$ cat src/rtl/ice_sl_msg_tx.sv
// ice_sl_msg_tx: slave-side message transmitter for the ICE internal bus.
// Buffers one producer message, arbitrates for the shared sl_* bus and emits
// the frame as ADDR (type + time tag), DATA (payload bytes) and TAIL (status).
module ice_sl_msg_tx #(
    parameter int DEPTH = 64,
    parameter int PTR_W = 6
) (
    input  logic       clk,
    input  logic       reset,
    input  logic [7:0] wr_evt_type,
    input  logic [7:0] wr_data,
    input  logic       wr_valid,
    input  logic       wr_last,
    output logic       wr_ready,
    input  logic [7:0] global_counter,
    output logic       ctr_incr,
    input  logic       sl_overflow,
    output logic       sl_arb_request,
    input  logic       sl_arb_grant,
    output logic [8:0] sl_addr,
    output logic [8:0] sl_data,
    output logic [8:0] sl_tail,
    output logic       sl_latch_tail,
    output logic       busy
);

    typedef enum logic [2:0] {
        S_FILL,
        S_REQ,
        S_ADDR,
        S_DATA,
        S_TAIL
    } state_t;

    localparam logic [7:0] LAST_IDX = 8'(DEPTH - 1);

    state_t     state;
    logic [7:0] buf_mem [DEPTH];
    logic [7:0] count;
    logic [7:0] idx;
    logic [7:0] evt_type;
    logic [7:0] evt_id;
    logic       trunc;
    logic       abort;
    logic       gnt_q;

    logic       hs;
    logic       fill_end;
    logic       emit;

    // A byte is taken only while filling; the last slot forces the message closed.
    assign wr_ready = (state == S_FILL);
    assign hs       = wr_valid & wr_ready;
    assign fill_end = wr_last | (count == LAST_IDX);
    assign ctr_incr = hs & fill_end & ~reset;

    // Emission needs grant now and in the previous cycle, so a returning grant
    // resumes output one cycle later.
    assign emit = sl_arb_grant & gnt_q;

    assign sl_arb_request = (state != S_FILL);
    assign busy           = (state != S_FILL) | (count != 8'd0);

    // Control path: message FSM, fill count, emit index and error flags.
    always_ff @(posedge clk) begin
        if (reset) begin
            state <= S_FILL;
            count <= 8'd0;
            idx   <= 8'd0;
            trunc <= 1'b0;
            abort <= 1'b0;
            gnt_q <= 1'b0;
        end else begin
            gnt_q <= sl_arb_grant;
            case (state)
                S_FILL: begin
                    if (hs) begin
                        count <= count + 8'd1;
                        if (fill_end) begin
                            trunc <= ~wr_last;
                            state <= S_REQ;
                        end
                    end
                end
                S_REQ: begin
                    if (sl_arb_grant) state <= S_ADDR;
                end
                S_ADDR: begin
                    if (emit) begin
                        idx <= 8'd0;
                        if (sl_overflow) begin
                            abort <= 1'b1;
                            state <= S_TAIL;
                        end else begin
                            state <= S_DATA;
                        end
                    end
                end
                S_DATA: begin
                    if (emit) begin
                        idx <= idx + 8'd1;
                        if (sl_overflow) begin
                            abort <= 1'b1;
                            state <= S_TAIL;
                        end else if (idx == count - 8'd1) begin
                            state <= S_TAIL;
                        end
                    end
                end
                S_TAIL: begin
                    state <= S_FILL;
                    count <= 8'd0;
                    idx   <= 8'd0;
                    trunc <= 1'b0;
                    abort <= 1'b0;
                end
                default: state <= S_FILL;
            endcase
        end
    end

    // Data path: payload buffer, event type and time tag captured on handshakes.
    always_ff @(posedge clk) begin
        if (hs) begin
            buf_mem[count[PTR_W-1:0]] <= wr_data;
            if (count == 8'd0) evt_type <= wr_evt_type;
            if (fill_end) evt_id <= global_counter;
        end
    end

    // Bus drive: all-zero unless actively emitting, so slaves can be wired-OR'd.
    always_comb begin
        sl_addr       = 9'd0;
        sl_data       = 9'd0;
        sl_tail       = 9'd0;
        sl_latch_tail = 1'b0;
        case (state)
            S_ADDR: begin
                if (emit) begin
                    sl_addr = {1'b1, evt_type};
                    sl_data = {1'b1, evt_id};
                end
            end
            S_DATA: begin
                if (emit) sl_data = {1'b1, buf_mem[idx[PTR_W-1:0]]};
            end
            S_TAIL: begin
                sl_latch_tail = 1'b1;
                sl_tail       = {trunc | abort, idx};
            end
            default: ;
        endcase
    end

endmodule

$ cat config.mk
export PLATFORM = sky130hd
export DESIGN_NAME = ice_sl_msg_tx
export DESIGN_NICKNAME = d
export VERILOG_FILES = /design/src/rtl/ice_sl_msg_tx.sv
export SDC_FILE = /design/constraint.sdc
export NUM_CORES = 1
export LEC_CHECK = 0
export ABC_CLOCK_PERIOD_IN_PS = 2100
export CAP_MARGIN = 20
export CORE_MARGIN = 2
export CORE_UTILIZATION = 55
export DETAILED_ROUTE_END_ITERATION = 8
export PLACE_DENSITY_LB_ADDON = 0.12
export SYNTH_ARGS = -nofsm -noshare
export SYNTH_HDL_FRONTEND = slang
export SYNTH_SLANG_ARGS = --single-unit
$ cat constraint.sdc
create_clock -name clk -period 2.1 [get_ports clk]
set_input_delay 0.21 -clock clk [delete_from_list [all_inputs] [get_ports clk]]
set_output_delay 0.21 -clock clk [all_outputs]
set_load 0.02 [all_outputs]
==> results of run 1 <==
==> critical path, stage by stage, from the launching register on <==
cell and delay, ns:
dfxtp_4 0.40, buf_12 0.13, buf_12 0.13, mux4_2 0.51
mux4_2 0.51, and3_4 0.21, a211oi_4 0.19, o31ai_4 0.13
buf_6 0.15
==> registers in the layout (all words and copies together), names as in the netlist, named ones only <==
signal,flops
abort,1
buf_mem,512
count,8
evt_id,8
evt_type,8
gnt_q,1
idx,8
state,3
trunc,1
==> logic make-up after synthesis <==
| logic type | Yosys count | synth area share [%] |
|---|---|---|
| AOI/OAI and AO/OA | 83 | 2.49 |
| xor gates and xnor gates | 23 | 0.918 |
| adders and majority gates | 3 | 0.171 |
| buffers and inverters | 67 | 1.48 |
| DFF | 556 | 74.8 |
| muxes | 166 | 15.2 |
| and+or+nand+nor | 220 | 4.87 |
==> path summary, 6_finish.rpt <==
check	startpoint	to	slack [ns]	cells past startpoint
setup / recovery	flip-flop	sl_data[2]	-1.07	8
hold / removal	wr_data[0]	buf_mem[34][0]	0.08	1
setup reg to reg	state[1]	buf_mem[49][4]	-0.30	12
hold reg to reg	abort	abort	0.49	2
==> where the power goes <==
part | internal, mW | switching (mW)
clock network | 5.11 | 3.98
logic | 0.632 | 0.774
registers | 12.2 | 0.0478
total | 18.0 | 4.80
==> through the flow <==
stage / total power, mW / hold WS [ns] / worst slack [ns]
detailed placement: 13.6 / 0.486 / -0.900
CTS: 22.8 / 0.0791 / -1.10
global route: 23.4 / 0.0833 / -1.17
global placement: 13.6 / 0.459 / -0.880
floorplan: 13.0 / 0.309 / -0.112
finish: 22.8 / 0.0823 / -1.07
==> placed cells by master, fill, tap and decap left out, drive strengths merged, types with 3 or more instances in the layout <==
master,instances
edfxtp,528
clkbuf,69
and2,17
and3,5
mux2i,27
buf,305
or3,6
a211oi,14
nand2,28
dfxtp,28
mux2,5
xnor2,11
nand2b,4
clkinvlp,3
mux4,134
nor2b,11
o21ai,18
o22ai,13
ha,3
clkdlybuf4s50,21
inv,10
nor3,9
nand3,22
nand3b,5
o221ai,5
nand4,4
a31oi,3
a21oi,14
xor2,12
clkinv,24
nor2,97
or3b,3
==> routing by layer <==
| layer | share of wire (%) | track usage [%] | vias to the layer above |
|---|---|---|---|
| met1 | 41 | 37.5 | 6253 |
| met3 | 6.9 | 5.27 | 82 |
| met2 | 50 | 42.9 | 452 |
| li1 | - | - | 5231 |
| met5 | 0.15 | 1.43 | - |
| met4 | 2.2 | 6.93 | 2 |
==> layout make-up <==
cell class | count | area (µm²)
flip-flops and latches | 556 | 16400
fillers | 2270 | 10700
multi-input cells | 495 | 6190
repair buffers | 327 | 3830
clock buffers | 69 | 1450
well taps | 525 | 657
clock inverters | 30 | 204
inverters | 9 | 42.5
==> timing repair <==
action,4_1_cts,5_1_grt
pin swaps,32,39
setup buffers,33,20
gates resized for setup,306,84
cloned,4,0
setup endpoints to repair,448,544
hold buffers,0,0
==> flow_summary.ini, run 1 <==
[yosys]
synthesis.instances = 1118
async_flop_share_pct = 0
synth-seq-cells = 556
synth_edf_count = 528
yosysMostFrequentCell = edfxtp_1
synth_top_area_cell = edfxtp_1
ys_warn_count = 0
yosysSeqAreaShare_pct = 74.8
synth_common_cells = edfxtp_1, mux4_2, nor2_1, dfxtp_1, nand2_1
synth.area.top_cells = edfxtp_1, mux4_2, dfxtp_1, nor2_1, mux2i_1
syn-num-nets = 1151
synth_area_mm2 = 0.0219
ys_types = 52
synth_top_area_share_pct = 72.3
synth_area_per_cell_um2 = 19.6
yosys_most_used_dff = edfxtp_1

[drt]
vias = 12020
drtPass1Iterations = 5
routed_via_density = 5.98
avgRoutedWirePerCell_um = 26.6
drc = 0
finalWirelength_um = 53500
drt_iter0_markers = 1047
ant_nets = 0

[cts]
clockBufferDepth = 3
clock_sinks = 556
path_clk_slew_ns = 0.06
htreeDepth = 2
cts_buffers = 55
clk_latency_ns = 0.61
cts_tree = built
cts-root-buf = clkbuf_16

[status]
violations = setup timing
status = finished with violations

[grt]
grt_pass1_vias = 12036
grt_pass1_wl_um = 78300
grt-ovfl-total = 0
grt_usage_pct = 26.5
grt_max_degree = 65
antenna_found_initial = 0

[setup_path]
cp_max_fo = 5
path_class = reg2out
cp-end-kind = output pin
required_ns = 1.89
cp-start-kind = flip-flop
arrival_ns = 2.96

[sta]
worst_pin_slew_ns = 0.753
hold_viol_final = 0
fin_crit_sh_pct = 151
setup_ws_ns = -1.07
drv_slew = 0
slew_headroom_pct = 49.8
rsz0062_at_grt = true
min_period_ns = 3.17
setup_viol = 503
finalSetupTns_ns = -119.96
fin_skew_ns = 0.0260
max_freq_mhz = 315

[run]
maxCapViolCount = 0

[floorplanning]
die_area_mm2 = 0.0415
std_cell_rows = 73
die_w_um = 204
floorplan.initialDensity_pct = 55.5
io_pins = 62
fp.dieH_um = 204
core_mm2 = 0.0395

[finish]
fin_util_pct = 72.8
drive_gt1_share_pct = 44.8
final_nets = 1477
fin_area_mm2 = 0.0288
antenna_cells = 0
stdcell_count = 2011
area_delta_synth_final_pct = 31.3

[power_and_ir_drop]
powerDensity_mw_per_mm2 = 791
p_leak_nw = 9.37
irDropWorstVdd_mv = 0.743

[placed_design]
gp_routability_congestion = 0.856
place_area_mm2 = 0.0256
hpwl_um = 34900
portBuffers = 61
dpl.cell_count = 1857

[hold_path]
hold_class = in2reg
(Power assumes the default switching activity.)
==> run 2: changes to the inputs <==
--- a/config.mk
+++ b/config.mk
@@ -10,7 +10,8 @@
 export CORE_MARGIN = 2
 export CORE_UTILIZATION = 55
 export DETAILED_ROUTE_END_ITERATION = 8
-export PLACE_DENSITY_LB_ADDON = 0.12
+export PLACE_DENSITY = 0.79
 export SYNTH_ARGS = -nofsm -noshare
 export SYNTH_HDL_FRONTEND = slang
 export SYNTH_SLANG_ARGS = --single-unit
+export TNS_END_PERCENT = 100
==> flow_summary.ini, run 2 (synthesized netlist as in run 1, its figures left out) <==
[cts]
cts_buffers = 54
cts_tree = built
path_clk_slew_ns = 0.06
hold_buffers = 0
htreeDepth = 2
clock_sinks = 556
clockBufferDepth = 3
cts-root-buf = clkbuf_16
clk_latency_ns = 0.61

[setup_path]
cp_max_fo = 7
cp_cell_sequence = buf_12, buf_12, buf_12, mux4_2, mux2_4, o22ai_2, a21o_1, nand3_2, buf_6
cp-end-kind = output pin
reg2regPathDepth = 11
required_ns = 1.89
arrival_ns = 3.03
cpMaxStageDelayCell = mux4_2
path_class = reg2out
crit_path_max_incr_delay_ns = 0.49
worst_path_most_repeated_cell = buf_12
cp-start-kind = flip-flop
timing.rr.start = state[1]

[floorplanning]
die_area_mm2 = 0.0415
fp.dieH_um = 204
io_pins = 62
die_w_um = 204
floorplan.initialDensity_pct = 55.5
core_mm2 = 0.0395
std_cell_rows = 73

[sta]
drv_slew = 0
min_period_ns = 3.24
slew_headroom_pct = 51.3
max_freq_mhz = 309
setup_ws_ns = -1.14
finalSetupTns_ns = -95.94
rsz0062_at_grt = true
fin_crit_sh_pct = 154
worst_pin_slew_ns = 0.731
hold_viol_final = 0
setup_viol = 548
fin_skew_ns = 0.0233

[power_and_ir_drop]
p_leak_nw = 9.38
irDropWorstVdd_mv = 0.626
powerDensity_mw_per_mm2 = 795

[hold_path]
hold_class = in2reg
min_from = wr_data[6]
whs_path_depth = 2

[drt]
vias = 12901
met1_length_um = 20700
dr_wl_met2_um = 30900
drc = 0
highest-signal-layer = met4
routed_via_density = 6.42
drtPass1Iterations = 8
drt_iter0_markers = 1537
ant_nets = 0
avgRoutedWirePerCell_um = 29.8
finalWirelength_um = 60000
wl_met3_um = 5680

[finish]
final_cell_mix = edfxtp_1, buf_4, mux4_2
largest_reg_flops = 512
final_nets = 1480
fin_area_mm2 = 0.0288
drive_gt1_share_pct = 45.9
stdcell_count = 2011
final_common_cell = edfxtp_1
n_fill_cell = 2100
area_delta_synth_final_pct = 31.2

[grt]
grt-ovfl-total = 0
grt_pass1_vias = 13065
grt_max_degree = 65
antenna_found_initial = 0
grt_pass1_wl_um = 84200
grt_usage_pct = 28.2

[placed_design]
place_area_mm2 = 0.0252
gp_routability_congestion = 0.871
portBuffers = 61
hpwl_um = 33300
dpl.cell_count = 1830

[status]
violations = setup timing
status = finished with violations

[run]
maxCapViolCount = 0
==> run 2: cell count changes in the layout (fill, tap and decap cells not counted), moves of 5 or more <==
cell / delta
and2_1: +10
and2_4: -10
buf_4: +9
buf_6: -9
mux2i_1: -8
mux2i_2: +11
o22ai_4: -5
==> run 2: worst paths after layout <==
kind	slack [ns]	endpoint
worst min register to register	0.49	abort
worst min-delay path	0.11	buf_mem[1][6]
worst max-delay path	-1.14	sl_data[1]
worst max register to register	-0.26	buf_mem[60][1]
==> run 2: cell type report <==
class | count | area (µm²) | area share, %
multi-input cells | 495 | 6190 | 21.5
inverters | 9 | 37.5 | 0.130
flip-flops and latches | 556 | 16400 | 57.1
diodes | 1 | 2.50 | 0.00869
repair buffers | 330 | 3830 | 13.3
clock buffers | 67 | 1420 | 4.94
well taps | 525 | 657 | 2.28
clock inverters | 27 | 200 | 0.695
repair inverters | 1 | 7.51 | 0.0261
==> run 2: timing repair <==
item,4_1_cts,5_1_grt
hold endpoints to repair,0,0
gates cloned,5,0
setup endpoints to repair,481,547
pin swaps,56,35
buffers inserted,61,27
gates resized for setup,294,90
==> run 2: report_power, final <==
group | internal [mW] | switching, mW
Clock | 5.13 | 4.07
Sequential | 12.2 | 0.0543
Combinational | 0.627 | 0.771
==> run 2: per-layer routing <==
| metal | up-vias | global-route usage [%] |
|---|---|---|
| met5 | - | 0 |
| met4 | 0 | 11.8 |
| met3 | 160 | 5.54 |
| met2 | 849 | 48.0 |
| met1 | 6669 | 35.8 |
| li1 | 5223 | - |
==> run 2: per-stage QoR <==
stage	power (mW)	utilization, %	hold WS [ns]	worst slack (ns)
2_1_floorplan	13.0	-	0.309	-0.112
6_report	22.9	72.8	0.106	-1.14
3_3_place_gp	13.6	63.8	0.456	-0.897
3_5_place_dp	13.6	63.8	0.484	-0.972
5_1_grt	23.4	72.8	0.129	-1.17
4_1_cts	22.7	71.5	0.108	-1.10
==> run 2: critical path, delay by kind of cell, from the launching register on <==
kind / cells / cell delay [ns]
and+or+nand+nor: 1 / 0.15
buffers and inverters: 4 / 0.67
muxes: 2 / 0.79
DFF: 1 / 0.45
AOI/OAI and AO/OA: 2 / 0.34
==> run 3: changes to the inputs <==
--- a/config.mk
+++ b/config.mk
@@ -7,6 +7,7 @@
 export LEC_CHECK = 0
 export ABC_CLOCK_PERIOD_IN_PS = 2100
 export CAP_MARGIN = 20
+export CORE_ASPECT_RATIO = 0.7
 export CORE_MARGIN = 2
 export CORE_UTILIZATION = 55
 export DETAILED_ROUTE_END_ITERATION = 8
==> flow_summary.ini, run 3 (synthesized netlist as in run 1, its figures left out) <==
[status]
status = finished with violations
violations = setup timing

[setup_path]
cp-start-kind = flip-flop
cpMaxStageDelayCell = mux4_2
cp_cell_sequence = buf_12, mux4_2, mux4_2, and3_4, a211oi_4, o31ai_4, buf_6
reg2regPathDepth = 9
cp_max_fo = 7
ff2ff_setup_slack_ns = -0.17
crit_path_max_incr_delay_ns = 0.51
path_class = reg2out
worst_path_most_repeated_cell = mux4_2
cp-end-kind = output pin
required_ns = 1.89
arrival_ns = 2.95
reg2reg_to = buf_mem[60][4]
timing.rr.start = state[2]

[grt]
grt_pass1_vias = 12999
grt_pass1_wl_um = 87000
grt_max_degree = 65
antenna_found_initial = 1
grt-ovfl-total = 0
grt_usage_pct = 29.1

[power_and_ir_drop]
pwr-share-comb_pct = 6.3
switching_share_pct = 21.9
internal-power_mw = 17.3
irDropWorstVdd_mv = 0.937
p_clk_share_pct = 38.2
switchingPower_mw = 4.85
powerDensity_mw_per_mm2 = 775
p_leak_nw = 9.25
pwr-share-seq_pct = 55.5

[drt]
vias = 12878
ant_nets = 0
avgRoutedWirePerCell_um = 30.6
drc = 0
finalWirelength_um = 61400
drtPass1Iterations = 5
drt_iter0_markers = 1777
routed_via_density = 6.42

[finish]
area_delta_synth_final_pct = 30.0
largest_reg_flops = 512
fin_area_mm2 = 0.0285
final_common_cell = edfxtp_1
drive_gt1_share_pct = 45.7
n_fill_cell = 2171
final_nets = 1464
final_cell_mix = edfxtp_1, mux4_2, buf_4

[hold_path]
whs_path_depth = 1
min_from = wr_data[3]
hold_class = in2reg
whs_endpoint = buf_mem[24][3]

[sta]
fin_skew_ns = 0.0361
min_period_ns = 3.16
drv_slew = 0
setup_viol = 484
fin_hold_ws_ns = 0.0956
setup_ws_ns = -1.06
hold_viol_final = 0
fin_crit_sh_pct = 150
max_freq_mhz = 317
worst_pin_slew_ns = 0.771
slew_headroom_pct = 48.6
rsz0062_at_grt = true

[cts]
cts_tree = built
htreeDepth = 2
cts_buffers = 49
clk_latency_ns = 0.60
hold_buffers = 0
clockBufferDepth = 3
clock_sinks = 556
path_clk_slew_ns = 0.06
cts-root-buf = clkbuf_16

[placed_design]
place_area_mm2 = 0.0255
hpwl_um = 34900
gp_routability_congestion = 0.881
place_ws_ns = -1.04
portBuffers = 61

[floorplanning]
core_mm2 = 0.0395
io_pins = 62
fp.dieH_um = 171
die_w_um = 243
std_cell_rows = 61
floorplan.initialDensity_pct = 55.5
die_area_mm2 = 0.0415

[run]
maxCapViolCount = 0
[run 3: cell types whose count changed in the layout (fill, tap and decap cells not counted), moves of 5 or more]
cell,before,now
and2_4,6,17
buf_6,55,75
buf_4,146,131
mux2i_1,13,21
buf_2,15,10
clkinv_1,13,8
mux2i_2,12,4
clkbuf_16,55,50
buf_12,78,69
and2_1,11,0
[run 3: final cells by class]
class	count	area (µm²)	share of cell area [%]
repair inverters	1	6.26	0.0219
inverters	9	42.5	0.149
multi-input cells	495	6190	21.7
well taps	535	669	2.35
diodes	1	2.50	0.00877
clock buffers	63	1280	4.48
clock inverters	26	178	0.623
repair buffers	319	3710	13.0
flip-flops and latches	556	16400	57.6
[run 3: what timing repair did]
item	in CTS	in global routing
gates resized for setup	336	80
pin swaps	67	36
endpoints found under the setup margin	491	549
buffers inserted	49	19
cloned	5	2
[run 3: worst max-delay path, delay by kind of cell, from the launching register on]
family / cells / cell delay (ns)
multiplexers: 2 / 1.02
AO/OA/AOI/OAI: 2 / 0.44
AND/OR/NAND/NOR: 1 / 0.20
buffers and inverters: 2 / 0.31
flip-flops: 1 / 0.41
[run 3: power by group through the flow]
stage	registers (mW)	clock network, mW	logic (mW)
detailed placement	12.5	0	1.13
floorplan	12.5	0	0.517
global placement	12.5	0	1.10
CTS	12.3	8.45	1.29
finish	12.3	8.44	1.39
global route	12.3	8.93	1.45
[run 3: how the worst max path moves through the flow]
stage / slack [ns] / cells after the start / to
after floorplan: -0.11 / 5 / evt_type[0]
after global placement: -1.0 / 9 / sl_data[0]
after detailed placement: -1.04 / 10 / sl_data[0]
after CTS: -1.07 / 10 / sl_data[0]
after global routing: -1.10 / 9 / sl_data[5]
final: -1.06 / 7 / sl_data[2]
[run 3: metrics by stage]
step                      total power, mW  util [%]  TNS [ns]  instances
after floorplan                      13.0         -    -13.95       1118
after global placement               13.6      64.5    -26.10       1856
after detailed placement             13.6      64.5    -41.63       1856
after CTS                            22.0      71.4    -26.42       1995
after global routing                 22.7      72.1    -64.69       2005
final                                22.1      72.1    -51.44       2005
[run 3: layer usage]
metal  GRT usage [%]  part of all wire (%)
met2            46.1                    48
met4            9.66                   3.9
met3            5.93                    11
met1            41.4                    38
met5               0                     0
